## src/rtl/fnd_scan_reader.sv

```systemverilog
// Read-back monitor for the multiplexed 4-digit FND bus: debounces each
// digit-select/segment pair, decodes it to BCD and publishes whole frames.
module fnd_scan_reader #(
    parameter int STABLE_CNT = 4
) (
    input  logic        clk,
    input  logic        reset,
    input  logic [3:0]  fnd_com,
    input  logic [7:0]  fnd_data,
    output logic [15:0] digit_bcd,
    output logic        frame_valid,
    output logic        frame_err
);

    localparam logic [7:0] RUN_MAX = 8'(STABLE_CNT);
    localparam logic [7:0] RUN_PRE = 8'(STABLE_CNT - 1);

    // {err, code}: err set when the segment pattern is not a known glyph
    function automatic logic [4:0] seg_decode(input logic [7:0] seg);
        logic [4:0] r;
        case (seg)
            8'hC0:   r = 5'h00;
            8'hF9:   r = 5'h01;
            8'hA4:   r = 5'h02;
            8'hB0:   r = 5'h03;
            8'h99:   r = 5'h04;
            8'h92:   r = 5'h05;
            8'h82:   r = 5'h06;
            8'hF8:   r = 5'h07;
            8'h80:   r = 5'h08;
            8'h90:   r = 5'h09;
            8'hFF:   r = 5'h0E;
            8'h7F:   r = 5'h0F;
            default: r = 5'h10;
        endcase
        return r;
    endfunction

    function automatic logic sel_valid(input logic [3:0] com);
        logic r;
        case (com)
            4'b1110, 4'b1101, 4'b1011, 4'b0111: r = 1'b1;
            default:                            r = 1'b0;
        endcase
        return r;
    endfunction

    function automatic logic [1:0] sel_index(input logic [3:0] com);
        logic [1:0] r;
        case (com)
            4'b1110: r = 2'd0;
            4'b1101: r = 2'd1;
            4'b1011: r = 2'd2;
            4'b0111: r = 2'd3;
            default: r = 2'd0;
        endcase
        return r;
    endfunction

    logic [3:0]  com_q, com_d, prev_com_q, prev_com_d;
    logic [7:0]  data_q, data_d, prev_data_q, prev_data_d;
    logic [7:0]  run_q, run_d;
    logic        acc_q, acc_d;
    logic [1:0]  acc_idx_q, acc_idx_d;
    logic [3:0]  acc_code_q, acc_code_d;
    logic        acc_err_q, acc_err_d;
    logic [15:0] staging_q, staging_d;
    logic [3:0]  seen_q, seen_d;
    logic [3:0]  err_q, err_d;
    logic [15:0] digit_bcd_q, digit_bcd_d;
    logic        frame_valid_q, frame_valid_d;
    logic        frame_err_q, frame_err_d;

    logic        valid_s;
    logic        same_s;
    logic [4:0]  dec_s;
    logic [3:0]  seen_nxt_s;
    logic [3:0]  err_nxt_s;

    // Sampling, run counting and acceptance of a debounced digit
    always_comb begin
        com_d       = fnd_com;
        data_d      = fnd_data;
        prev_com_d  = com_q;
        prev_data_d = data_q;
        valid_s     = sel_valid(com_q);
        same_s      = (com_q == prev_com_q) && (data_q == prev_data_q);
        dec_s       = seg_decode(data_q);
        if (!valid_s) begin
            run_d = 8'd0;
        end else if (same_s) begin
            run_d = (run_q == RUN_MAX) ? RUN_MAX : run_q + 8'd1;
        end else begin
            run_d = 8'd1;
        end
        // Accept only on the transition into RUN_MAX so a long hold fires once
        acc_d      = valid_s && same_s && (run_q == RUN_PRE);
        acc_idx_d  = sel_index(com_q);
        acc_code_d = dec_s[3:0];
        acc_err_d  = dec_s[4];
    end

    // Staging of accepted digits and frame publication
    always_comb begin
        staging_d     = staging_q;
        seen_d        = seen_q;
        err_d         = err_q;
        digit_bcd_d   = digit_bcd_q;
        frame_valid_d = 1'b0;
        frame_err_d   = 1'b0;
        seen_nxt_s    = seen_q | (4'b0001 << acc_idx_q);
        err_nxt_s     = err_q;
        err_nxt_s[acc_idx_q] = acc_err_q;
        if (acc_q) begin
            staging_d[{acc_idx_q, 2'b00} +: 4] = acc_code_q;
            if (seen_nxt_s == 4'b1111) begin
                digit_bcd_d   = staging_d;
                frame_valid_d = 1'b1;
                frame_err_d   = |err_nxt_s;
                seen_d        = 4'b0000;
                err_d         = 4'b0000;
            end else begin
                seen_d = seen_nxt_s;
                err_d  = err_nxt_s;
            end
        end else begin
            seen_d = seen_q;
            err_d  = err_q;
        end
    end

    // State registers
    always_ff @(posedge clk or posedge reset) begin
        if (reset) begin
            com_q         <= 4'h0;
            data_q        <= 8'h00;
            prev_com_q    <= 4'h0;
            prev_data_q   <= 8'h00;
            run_q         <= 8'd0;
            acc_q         <= 1'b0;
            acc_idx_q     <= 2'd0;
            acc_code_q    <= 4'h0;
            acc_err_q     <= 1'b0;
            staging_q     <= 16'h0000;
            seen_q        <= 4'h0;
            err_q         <= 4'h0;
            digit_bcd_q   <= 16'h0000;
            frame_valid_q <= 1'b0;
            frame_err_q   <= 1'b0;
        end else begin
            com_q         <= com_d;
            data_q        <= data_d;
            prev_com_q    <= prev_com_d;
            prev_data_q   <= prev_data_d;
            run_q         <= run_d;
            acc_q         <= acc_d;
            acc_idx_q     <= acc_idx_d;
            acc_code_q    <= acc_code_d;
            acc_err_q     <= acc_err_d;
            staging_q     <= staging_d;
            seen_q        <= seen_d;
            err_q         <= err_d;
            digit_bcd_q   <= digit_bcd_d;
            frame_valid_q <= frame_valid_d;
            frame_err_q   <= frame_err_d;
        end
    end

    assign digit_bcd   = digit_bcd_q;
    assign frame_valid = frame_valid_q;
    assign frame_err   = frame_err_q;

endmodule
```

## config.mk

```make
export PLATFORM = sky130hd
export DESIGN_NAME = fnd_scan_reader
export DESIGN_NICKNAME = d
export VERILOG_FILES = /design/src/rtl/fnd_scan_reader.sv
export SDC_FILE = /design/constraint.sdc
export NUM_CORES = 1
export LEC_CHECK = 0
export CAP_MARGIN = 25
export CORE_UTILIZATION = 61
export DETAILED_ROUTE_END_ITERATION = 8
export PLACE_DENSITY_LB_ADDON = 0.3
export RECOVER_POWER = 50
export SYNTH_ARGS = -nofsm -noshare
export SYNTH_HDL_FRONTEND = slang
export SYNTH_SLANG_ARGS = --single-unit
export TNS_END_PERCENT = 10
```

## constraint.sdc

```tcl
create_clock -name clk -period 5.6 [get_ports clk]
set_clock_uncertainty 0.05 [all_clocks]
set_input_delay 1.12 -clock clk [delete_from_list [all_inputs] [get_ports clk]]
set_output_delay 1.12 -clock clk [all_outputs]
set_load 0.02 [all_outputs]
```

Yosys cells after proc, flatten, opt, wreduce, memory -nomap -nowiden
Index checks and enable logic that the tools add are counted.
{"block": "totals", "out_inout_bits": 18, "elab_cells": 67, "input_bits": 14, "ff_bits": 82}
{"block": "classes", "n_mux": 16, "add_sub_neg": 2, "shifts": 3, "magnitude_cmp": 2, "n_bitwise": 1, "n_eq_ne": 21, "reduce_logical": 7}
{"op": "8-bit == test, second input constant", "n": 11}
{"op": "5-bit case mux with 12 select lines", "n": 1}
{"op": "8-bit two-way mux", "n": 3}
{"op": "16-bit bitwise mux", "n": 1}
{"op": "4-bit == test, second input constant", "n": 4}
{"op": "4-bit by 6-bit variable shift with 16-bit output, first input constant", "n": 1}
{"op": "4-bit by 6-bit variable part select with 16-bit output", "n": 1}
{"op": "8-bit by 1-bit adder with 8-bit output, second input constant", "n": 1}
{"op": "8-bit by 2-bit == test with 1-bit output, second input constant", "n": 1}
{"op": "8-bit by 3-bit == test with 1-bit output, second input constant", "n": 1}
{"op": "8-bit by 7-bit == test with 1-bit output, second input constant", "n": 1}
{"op": "8-bit == test", "n": 1}
{"op": "4-bit two-way mux", "n": 2}
{"op": "4-bit OR reduction", "n": 2}
{"op": "1-bit two-way mux", "n": 6}
{"op": "4-bit negation with 6-bit output", "n": 1}
{"op": "2-bit case mux with 3 select lines", "n": 1}
{"op": "4-bit bitwise mux", "n": 1}
{"op": "4-bit by 3-bit == test with 1-bit output, second input constant", "n": 1}
{"op": "4-bit == test", "n": 1}
{"op": "1-bit logical AND", "n": 4}
{"op": "4-bit OR", "n": 1}
{"op": "1-bit by 2-bit << shifter with 4-bit output, first input constant", "n": 1}
{"op": "2-bit by 3-bit less-than comparator with 1-bit output, second input constant", "n": 1}
{"op": "other kinds (3)", "n": 3}

Depth between registers and ports, before layout
Gate-level depths: netlist of run 1.
{"block": "depth", "depth_word": 8, "mapped_depth": 8}

Worst setup path after synthesis of run 1
OpenSTA, ideal clock, no wires.
{"block": "synth_timing", "kind": "flip-flop to flip-flop", "startpoint": "register acc_idx_q[0]", "endpoint": "register digit_bcd_q[6], in the netlist digit_bcd[6]", "path_stages_with_launch": 9, "slack_ps": 3819, "arrival_time_ps": 1603, "t_required_ps": 5423, "cell_sequence": "dfrtp_1 > inv_1 > ha_1 > buf_2 > o22ai_1 > nor3_1 > buf_2 > buf_2 > a21oi_1"}
{"block": "synth_via", "elab_chain_len": 4}
{"item": "start: declaration", "line": "64", "rtl": "logic [1:0] acc_idx_q, acc_idx_d;"}
{"item": "start signal: assignment", "line": "157", "rtl": "acc_idx_q <= acc_idx_d;"}
{"item": "parallel branches: the longest is 4 deep, another holds 4-bit negation with 6-bit output"}
{"item": "end signal: assignment", "line": "163", "rtl": "digit_bcd_q <= digit_bcd_d;"}
{"item": "end: declaration", "line": "70", "rtl": "logic [15:0] digit_bcd_q, digit_bcd_d;"}
Several ways; the timed one is not identified.
A chain may end at the register's enable or synchronous reset.

==> results.json, run 1 <==
{
  "status": "finished, violations left",
  "violations": "capacitance limit, slew limit",
  "power_frac_seq_pct": 51.3,
  "timing.critical_path.arrival_ns": 3.51,
  "chipHeight_microns": 79.1,
  "switching_share_pct": 21.5,
  "synth_commonest_cells": "dfrtp_1, a21oi_1, nor2_1",
  "reg_to_reg_setup_timing_slack_ns": 3.14,
  "cts_max_path_buffers": 2,
  "max_freq_ghz": 0.327,
  "drc": 0,
  "instances_no_fill": 428,
  "cellPowerDensity_mw_per_mm2": 289,
  "post_route_cells_drive_above_1_share_pct": 6.74,
  "worstHoldEndpoint": "prev_com_q[0]",
  "place_congestion": 0.850,
  "leakagePower_nw": 1.82,
  "worst_r2r_endpoint": "digit_bcd[14]",
  "cts_inserted_buffers": 9,
  "max_rail_drop_vdd_uv": 187,
  "critical_path_maximum_fanout": 53,
  "min_path_cells": 0,
  "crit_chain": "dlygate4sd3_1 -> clkinvlp_2 -> buf_4",
  "placed_cells_incl_taps": 411,
  "synth_edf_count": 0,
  "yosys.cell_types.count": 46,
  "timing.slew.headroom_pct": -48.9,
  "postLayoutCoreUtil_pct": 74.3,
  "combPwrFrac_pct": 4.9,
  "multi_input_area_sq_mm": 0.00140,
  "report.final.setup_viol": 0,
  "finalHoldViolations": 0,
  "cp.required_ns": 6.05,
  "antenna_left": 0,
  "clk_pin_slew_worst_paths_ns": 0.08,
  "nNetsFinal": 374,
  "antenna_violations_before_repair": 0,
  "period_needed_ns": 3.06,
  "hold_buffers": 0,
  "drt_pre_antenna_iters": 4,
  "yosys.cell_count.top_type": "dfrtp_1",
  "rows": 27,
  "synth-warning-count": 0,
  "avgViaCountPerCell": 5.96,
  "floorplan.core_area_sq_mm": 0.00561,
  "floorplan.io_pins": 32,
  "timing_worst_slew_pin_value_ns": 2.22,
  "slowest_stage": "clkinvlp_2",
  "period_share_pct": 54.7,
  "worst_setup_start_kind": "primary input",
  "switching_power_uw": 259,
  "routedWlPerCell_microns": 16.1,
  "regToRegStartpoint": "acc_idx_q[0]",
  "number_of_cells_traversed_by_the_worst_register_to_register_path": 7,
  "grt_start_max_net_pins": 54,
  "ys_dominant_reg_cell": "dfrtp_1",
  "synth-seq-cells": 82,
  "dieArea_sq_mm": 0.00626,
  "detailedRoute.firstIterationViolations": 186,
  "cts_repair_resize_count": 0,
  "timing_worst_setup_path_type": "primary input to asynchronous set/reset pin",
  "grt_use_total_pct": 24.3,
  "drv.max_cap_violation_count": 1,
  "grt_pass1_vias": 2415,
  "area.sequential_sq_mm": 0.00205,
  "cts_htree_levels": 3,
  "tritoncts_clock_tree": "yes",
  "first_pass_grt_wire_length_mm": 11.6,
  "setup_tns_ns": 0,
  "routed_wire_length_mm": 6.88,
  "top_cells_by_area_in_the_synthesized_netlist": "dfrtp_1, a21oi_1, a32o_1",
  "hold_start": "com_q[0]",
  "synth.largest_area_cell": "dfrtp_1",
  "die_width_microns": 79.1,
  "critical_path.max_stage_delay_ns": 1.28,
  "worstSetupEndpointType": "asynchronous set/reset pin",
  "floorplan.initialDensity_pct": 64.7,
  "postSynth.asyncResetShare_pct": 100,
  "total_standard_cell_area_after_synthesis_sq_mm": 0.00363,
  "rsz0062_at_grt": "false",
  "timing.final.max_slew_violations": 54,
  "worst_min_delay_path_class": "register to register",
  "port_buffers": 31,
  "netlist.area_leader.share_pct": 56.6,
  "insertedDiodeCount": 0,
  "worstSkewPairLatency_ns": 0.35,
  "postCtsSetupBuffers": 0,
  "syn-instance-count": 326,
  "critPathLaunch": "reset",
  "dp_hpwl_mm": 4.41,
  "p_int_uw": 947,
  "filler_cell_count": 399,
  "cts_root_buffer": "clkbuf_8",
  "cts.sinks": 82,
  "vias": 2550,
  "clock_power_share_pct": 43.7,
  "flow.area_growth_from_synthesis_pct": 14.9,
  "grt_overflow_total": 0,
  "syn-mean-instance-area_sq_um": 11.1,
  "mappedNetlistNets": 349,
  "seq_area_frac_synth_pct": 56.6
}
## flip-flops by register name, summed over array words and instances (netlist names), 2 cells and up
register,count
com_q,4
acc_code_q,4
data_q,8
acc_idx_q,2
err_q,4
prev_data_q,8
run_q,8
staging_q,16
seen_q,4
prev_com_q,4
digit_bcd,16
## cells in the final DEF, fill, tap and decap left out, types with 3 or more instances in the layout
cell type,Yosys,routed
a21oi_1,38,38
a22o_1,3,3
a32o_1,15,15
a41oi_1,3,3
and3_1,8,8
bufinv_16,0,3
clkbuf_8,0,11
clkdlybuf4s50_1,0,18
dfrtp_1,82,82
dlygate4sd3_1,0,13
ha_1,9,9
inv_1,12,11
nand2_1,10,10
nand3_1,8,8
nand4b_1,3,3
nor2_1,38,38
nor2b_1,17,17
nor3_1,4,5
o21ai_0,7,8
o22ai_1,4,4
xor2_1,17,17
## worst max path at each step
stage / end / slack [ns] / cells past startpoint
after floorplan: acc_code_q[0] / 2.32 / 1
after global routing: seen_q[3] / 2.08 / 3
final: seen_q[3] / 2.54 / 3
after detailed placement: run_q[0] / 2.96 / 3
after CTS: digit_bcd[6] / 3.08 / 1
after global placement: prev_com_q[1] / 2.99 / 3
## kinds of logic (layout without fill, tap and decap cells)
family / count (synthesis) / in the layout / share of synthesized area [%]
compound gates: 84 / 84 / 16.1
xor+xnor: 18 / 18 / 4.55
fa+ha+maj: 9 / 9 / 3.10
buf+inv: 32 / 62 / 3.93
flops: 82 / 82 / 56.6
simple gates: 101 / 101 / 15.8
## power by group through the flow
stage	clock [mW]	sequential, mW	combinational, mW
after detailed placement	0	0.630	0.0635
after CTS	0.532	0.618	0.0645
after floorplan	0	0.623	0.0497
after global placement	0	0.629	0.0610
final	0.527	0.619	0.0596
after global routing	0.553	0.620	0.0671
## per-stage QoR
stage               setup WS (ns)  hold slack, ns  total power [mW]  instance area, sq um
detailed placement           2.96           0.416             0.693                  3950
floorplan                    2.32           0.299             0.672                  3630
global placement             2.99           0.404             0.690                  3950
CTS                          3.08           0.434              1.22                  4210
global route                 2.08           0.459              1.24                  4170
finish                       2.54           0.433              1.21                  4170
## layout make-up
| class | instances | area share (%) |
|---|---|---|
| clock buffers | 12 | 3.72 |
| multi-input cells | 212 | 33.5 |
| well taps | 72 | 2.16 |
| inverters | 12 | 1.11 |
| flip-flops and latches | 82 | 49.2 |
| clock inverters | 4 | 2.34 |
| repair buffers | 34 | 7.93 |
## worst max-delay path: cells and delay by family
family	cells	cell delay, ns
buf+inv	3	2.37
## metal layers
| metal | wire length (microns) | GRT usage [%] | vias up |
|---|---|---|---|
| li1 | - | - | 1206 |
| met1 | 3120 | 34.2 | 1268 |
| met2 | 3380 | 36.7 | 61 |
| met3 | 242 | 4.25 | 15 |
| met4 | 140 | 11.5 | 0 |
| met5 | 0 | 0 | - |
Note: power is estimated with default switching activity, not from simulation.
==> inputs of run 2 (changes only) <==
Settings changed: CORE_UTILIZATION 61 to 57.
Clock period 5.6 ns to 3 ns, I/O delays scaled along.
==> run 2 against run 1 <==
The run now ends clean. Clock power increased by 68%. Core utilization decreased by 4.3 points. Sequential share of layout area decreased by 0.60 points. Flip-flop and latch count unchanged. Power increased by 79%. Count of clock-buffer cells in the layout decreased by 2. Final area increased by 1.2%. Sequential power increased by 86%. Worst hold slack improved by 0.0053 ns. Combinational power increased by 100%. Worst setup slack got worse by 1.7 ns. Routed wire length decreased by 7.1%.
==> results.json, run 2 (synthesis results as in run 1) <==
{
  "status": "finished, final reports clean",
  "most-common-layout-cells": "dfrtp_1, nor2_1, a21oi_1",
  "place_congestion": 0.918,
  "slowest_stage": "clkinvlp_2",
  "max_freq_ghz": 0.464,
  "dieArea_sq_mm": 0.00669,
  "critPathLaunch": "reset",
  "postPlaceCellArea_sq_mm": 0.00399,
  "first_pass_grt_wire_length_mm": 10.8,
  "cts.sinks": 82,
  "switching_share_pct": 22.9,
  "timing.slew.headroom_pct": 5.64,
  "max_rail_drop_vdd_uv": 422,
  "drt_pre_antenna_iters": 5,
  "worst_r2r_endpoint": "frame_err",
  "cts_root_buffer": "clkbuf_8",
  "grt_pass1_vias": 2293,
  "vias": 2488,
  "area.sequential_sq_mm": 0.00205,
  "worstSkewPairLatency_ns": 0.36,
  "insertedDiodeCount": 0,
  "period_needed_ns": 2.16,
  "report.final.setup_viol": 0,
  "grt_use_total_pct": 21.8,
  "flow.area_growth_from_synthesis_pct": 16.3,
  "period_share_pct": 71.9,
  "multi_input_area_sq_mm": 0.00144,
  "detailedRoute.firstIterationViolations": 112,
  "setup_tns_ns": 0,
  "die_width_microns": 81.8,
  "layout.cells.most_common": "dfrtp_1",
  "tritoncts_clock_tree": "yes",
  "routed_wire_length_mm": 6.39,
  "chipHeight_microns": 81.8,
  "clock_power_share_pct": 41.1,
  "regToRegStartpoint": "acc_idx_q[0]",
  "crit_chain": "dlygate4sd3_1 -> clkinvlp_2 -> clkbuf_2",
  "switching_power_uw": 495,
  "floorplan.io_pins": 32,
  "hold_start": "staging_q[8]",
  "p_int_mw": 1.66,
  "rows": 28,
  "dp_hpwl_mm": 4.33,
  "antenna_left": 0,
  "timing_worst_slew_pin_value_ns": 1.41,
  "min_path_cells": 1,
  "cp.required_ns": 3.42,
  "cts_max_path_buffers": 2,
  "cts_htree_levels": 3,
  "timing.critical_path.arrival_ns": 2.58,
  "post_route_cells_drive_above_1_share_pct": 9.17,
  "nNetsFinal": 378,
  "power_frac_seq_pct": 53.4,
  "reg_to_reg_setup_timing_slack_ns": 0.86,
  "routedWlPerCell_microns": 14.7,
  "postCtsSetupBuffers": 0,
  "antenna_violations_before_repair": 0,
  "cellPowerDensity_mw_per_mm2": 512,
  "floorplan.core_area_sq_mm": 0.00603,
  "timing.final.max_slew_violations": 0,
  "drv.max_cap_violation_count": 0,
  "number_of_cells_traversed_by_the_worst_register_to_register_path": 6,
  "critical_path.max_stage_delay_ns": 0.82,
  "finalHoldViolations": 0,
  "cts_repair_resize_count": 0,
  "drc": 0,
  "timing_worst_setup_path_type": "primary input to asynchronous set/reset pin",
  "hold_buffers": 0,
  "worstHoldEndpoint": "staging_q[8]",
  "pre_cts_ws_ns": 0.913,
  "rsz0062_at_grt": "false",
  "path_delay_family": "buffers and inverters",
  "worstSetupEndpointType": "asynchronous set/reset pin",
  "grt_overflow_total": 0,
  "combPwrFrac_pct": 5.5,
  "critical_path_maximum_fanout": 33,
  "finished_cell_area_sq_mm": 0.00422,
  "worst-path-buf-inv": 3,
  "clk_pin_slew_worst_paths_ns": 0.08,
  "port_buffers": 31,
  "worst_min_delay_path_class": "register to register",
  "worst_setup_start_kind": "primary input",
  "filler_cell_count": 431,
  "grt_start_max_net_pins": 34,
  "layout_setup_ws_ns": 0.844,
  "avgViaCountPerCell": 5.72,
  "leakagePower_nw": 1.83,
  "cts_inserted_buffers": 9,
  "floorplan.initialDensity_pct": 60.2
}
-- run 2: worst max-delay path by stage --
stage	to	slack (ns)	cells after the start
after floorplan	acc_code_q[0]	0.24	1
after global placement	digit_bcd[1]	1.11	7
after detailed placement	frame_err	0.91	6
after CTS	frame_err	0.88	6
after global routing	frame_err	0.46	3
final	frame_err	0.84	3
-- run 2: final cells by class --
| class | instances | share of cell area (%) |
|---|---|---|
| clock buffer | 10 | 3.26 |
| clock inverter | 6 | 2.14 |
| inverter | 12 | 1.10 |
| multi-input combinational | 212 | 34.1 |
| sequential | 82 | 48.6 |
| tap | 75 | 2.22 |
| timing repair buffer | 38 | 8.54 |
-- run 2: metrics by stage --
step | instances | util (%) | hold WS [ns] | power (mW)
4_1_cts | 435 | 70.1 | 0.438 | 2.18
5_1_grt | 435 | 70.0 | 0.454 | 2.24
2_1_floorplan | 326 | - | 0.299 | 1.26
3_3_place_gp | 419 | 66.3 | 0.409 | 1.29
3_5_place_dp | 419 | 66.3 | 0.419 | 1.30
6_report | 435 | 70.0 | 0.438 | 2.16
-- run 2: power by group through the flow --
stage,clock (mW),combinational [mW],sequential (mW)
3_5_place_dp,0,0.124,1.18
3_3_place_gp,0,0.120,1.17
2_1_floorplan,0,0.0928,1.16
5_1_grt,0.953,0.133,1.16
4_1_cts,0.906,0.125,1.15
6_report,0.887,0.119,1.15
-- run 2: worst reg2reg max path, stage by stage (launching register included) --
cell      delay [ns]
dfrtp_1         0.49
inv_1           0.16
ha_1            0.40
o22ai_1         0.21
nor3_2          0.23
buf_4           0.24
a21boi_0        0.26
-- run 2: layer usage --
metal / GRT usage [%] / part of all wire [%] / vias to the layer above
li1: - / - / 1213
met1: 31.6 / 49 / 1220
met2: 31.7 / 46 / 44
met3: 4.33 / 3.2 / 11
met4: 9.82 / 1.5 / 0
met5: 0 / 0 / -
==> inputs of run 3 (changes only) <==
Clock period 3 ns to 2.05 ns, I/O delays scaled along.
==> run 3 against run 2 <==
Final area down 0.12%. Core utilization down 0.083 points. First-iteration DRC count up 32%. Power up 37%. Flip-flop and latch count unchanged. Sequential share of layout area up 0.058 points. Register-to-register slack worse by 0.73 ns. Global-route usage down 0.74 points. Sequential power up 47%. Worst hold slack worse by 0.0095 ns. Largest cell class unchanged. Highest routed layer unchanged.
==> results.json, run 3 (synthesis results as in run 1) <==
{
  "status": "finished, final reports clean",
  "cts_max_path_buffers": 2,
  "cts_inserted_buffers": 9,
  "layout.cells.most_common": "dfrtp_1",
  "post_route_cells_drive_above_1_share_pct": 9.64,
  "cts.sinks": 82,
  "clock_power_share_pct": 37.1,
  "nNetsFinal": 382,
  "report.final.setup_viol": 0,
  "worstSkewPairLatency_ns": 0.35,
  "switching_share_pct": 23.4,
  "finished_cell_area_sq_mm": 0.00421,
  "clk_pin_slew_worst_paths_ns": 0.08,
  "pre_cts_ws_ns": 0.192,
  "antenna_left": 0,
  "grt_pass1_vias": 2254,
  "timing.final.max_slew_violations": 0,
  "p_int_mw": 2.27,
  "max_freq_ghz": 0.520,
  "tritoncts_clock_tree": "yes",
  "worst_setup_start_kind": "register",
  "cellPowerDensity_mw_per_mm2": 704,
  "max_rail_drop_vdd_uv": 488,
  "timing_worst_slew_pin_value_ns": 0.651,
  "most-common-layout-cells": "dfrtp_1, nor2_1, a21oi_1",
  "critPathLaunch": "acc_idx_q[1]",
  "drt_pre_antenna_iters": 4,
  "port_buffers": 31,
  "period_needed_ns": 1.92,
  "power_frac_seq_pct": 56.8,
  "layout_setup_ws_ns": 0.127,
  "instances_no_fill": 438,
  "postPlaceCellArea_sq_mm": 0.00406,
  "finalHoldViolations": 0,
  "timing_worst_setup_path_type": "register to register",
  "combPwrFrac_pct": 6.1,
  "floorplan.core_area_sq_mm": 0.00603,
  "vias": 2534,
  "period_share_pct": 93.8,
  "first_pass_grt_wire_length_mm": 10.4,
  "avgViaCountPerCell": 5.79,
  "placed_cells_incl_taps": 423,
  "rows": 28,
  "flow.area_growth_from_synthesis_pct": 16.1,
  "leakagePower_nw": 1.83,
  "regToRegStartpoint": "acc_idx_q[1]",
  "detailedRoute.firstIterationViolations": 148,
  "whs_ns": 0.429,
  "insertedDiodeCount": 0,
  "place_congestion": 0.876,
  "dp_hpwl_mm": 4.47,
  "hold_buffers": 0,
  "critical_path_maximum_fanout": 8,
  "worst_min_delay_path_class": "register to register",
  "routedWlPerCell_microns": 14.7,
  "die_width_microns": 81.8,
  "antenna_violations_before_repair": 0,
  "drc": 0,
  "cts_htree_levels": 3,
  "drv.max_cap_violation_count": 0,
  "grt_use_total_pct": 21.1,
  "grt_overflow_total": 0,
  "grt_start_max_net_pins": 34,
  "timing.slew.headroom_pct": 56.6,
  "routed_wire_length_mm": 6.43,
  "cp.required_ns": 2.28,
  "switching_power_uw": 695,
  "floorplan.io_pins": 32,
  "floorplan.initialDensity_pct": 60.2,
  "dieArea_sq_mm": 0.00669,
  "chipHeight_microns": 81.8,
  "timing.critical_path.arrival_ns": 2.15,
  "setup_tns_ns": 0,
  "worstSetupEndpointType": "register",
  "hold_start": "com_q[0]",
  "cts_root_buffer": "clkbuf_8"
}
==> run 3: final timing paths <==
path / endpoint / slack [ns] / cells after the start
setup / recovery: digit_bcd[1] / 0.13 / 6
hold / removal: prev_com_q[0] / 0.43 / 0
setup reg to reg: digit_bcd[1] / 0.13 / 6
hold reg to reg: prev_com_q[0] / 0.43 / 0
max in group asynchronous: staging_q[10] / 0.43 / 3
min in group asynchronous: staging_q[6] / 0.51 / 2
==> run 3: timing repair <==
item | 4_1_cts | 5_1_grt
endpoints found under the setup margin | 0 | 1
setup buffers | 0 | 0
gates resized for setup | 0 | 1
hold endpoints to repair | 0 | 0
==> run 3: power groups by stage <==
| stage | combinational [mW] | clock (mW) | sequential (mW) |
|---|---|---|---|
| 6_report | 0.180 | 1.10 | 1.69 |
| 5_1_grt | 0.200 | 1.19 | 1.69 |
| 4_1_cts | 0.196 | 1.12 | 1.69 |
| 3_5_place_dp | 0.195 | 0 | 1.72 |
| 3_3_place_gp | 0.190 | 0 | 1.71 |
| 2_1_floorplan | 0.136 | 0 | 1.70 |
==> run 3: worst max-delay path, stage by stage (launching register included) <==
cell	delay (ns)
dfrtp_1	0.43
inv_1	0.14
ha_1	0.32
nor4bb_1	0.44
buf_4	0.23
a21oi_1	0.07
a21oi_1	0.17
==> run 3: layout make-up <==
class	count	area [sq um]
flip-flops and latches	82	2050
fillers	438	1810
multi-input cells	212	1440
repair buffers	42	397
clock buffers	10	128
well taps	75	93.8
clock inverters	5	56.3
inverters	12	46.3
==> run 3: metal layers <==
metal / vias up / GRT usage (%) / share of wire (%) / wire, microns
li1: 1218 / - / - / -
met1: 1236 / 29.7 / 47 / 3000
met2: 68 / 31.3 / 47 / 3040
met3: 12 / 4.00 / 4.0 / 255
met4: 0 / 10.4 / 2.1 / 134
met5: - / 0 / 0 / 0
==> run 3: through the flow <==
stage / utilization, % / power (mW)
2_1_floorplan: - / 1.84
3_3_place_gp: 67.4 / 1.90
3_5_place_dp: 67.4 / 1.91
4_1_cts: 70.5 / 3.00
5_1_grt: 69.9 / 3.08
6_report: 69.9 / 2.97
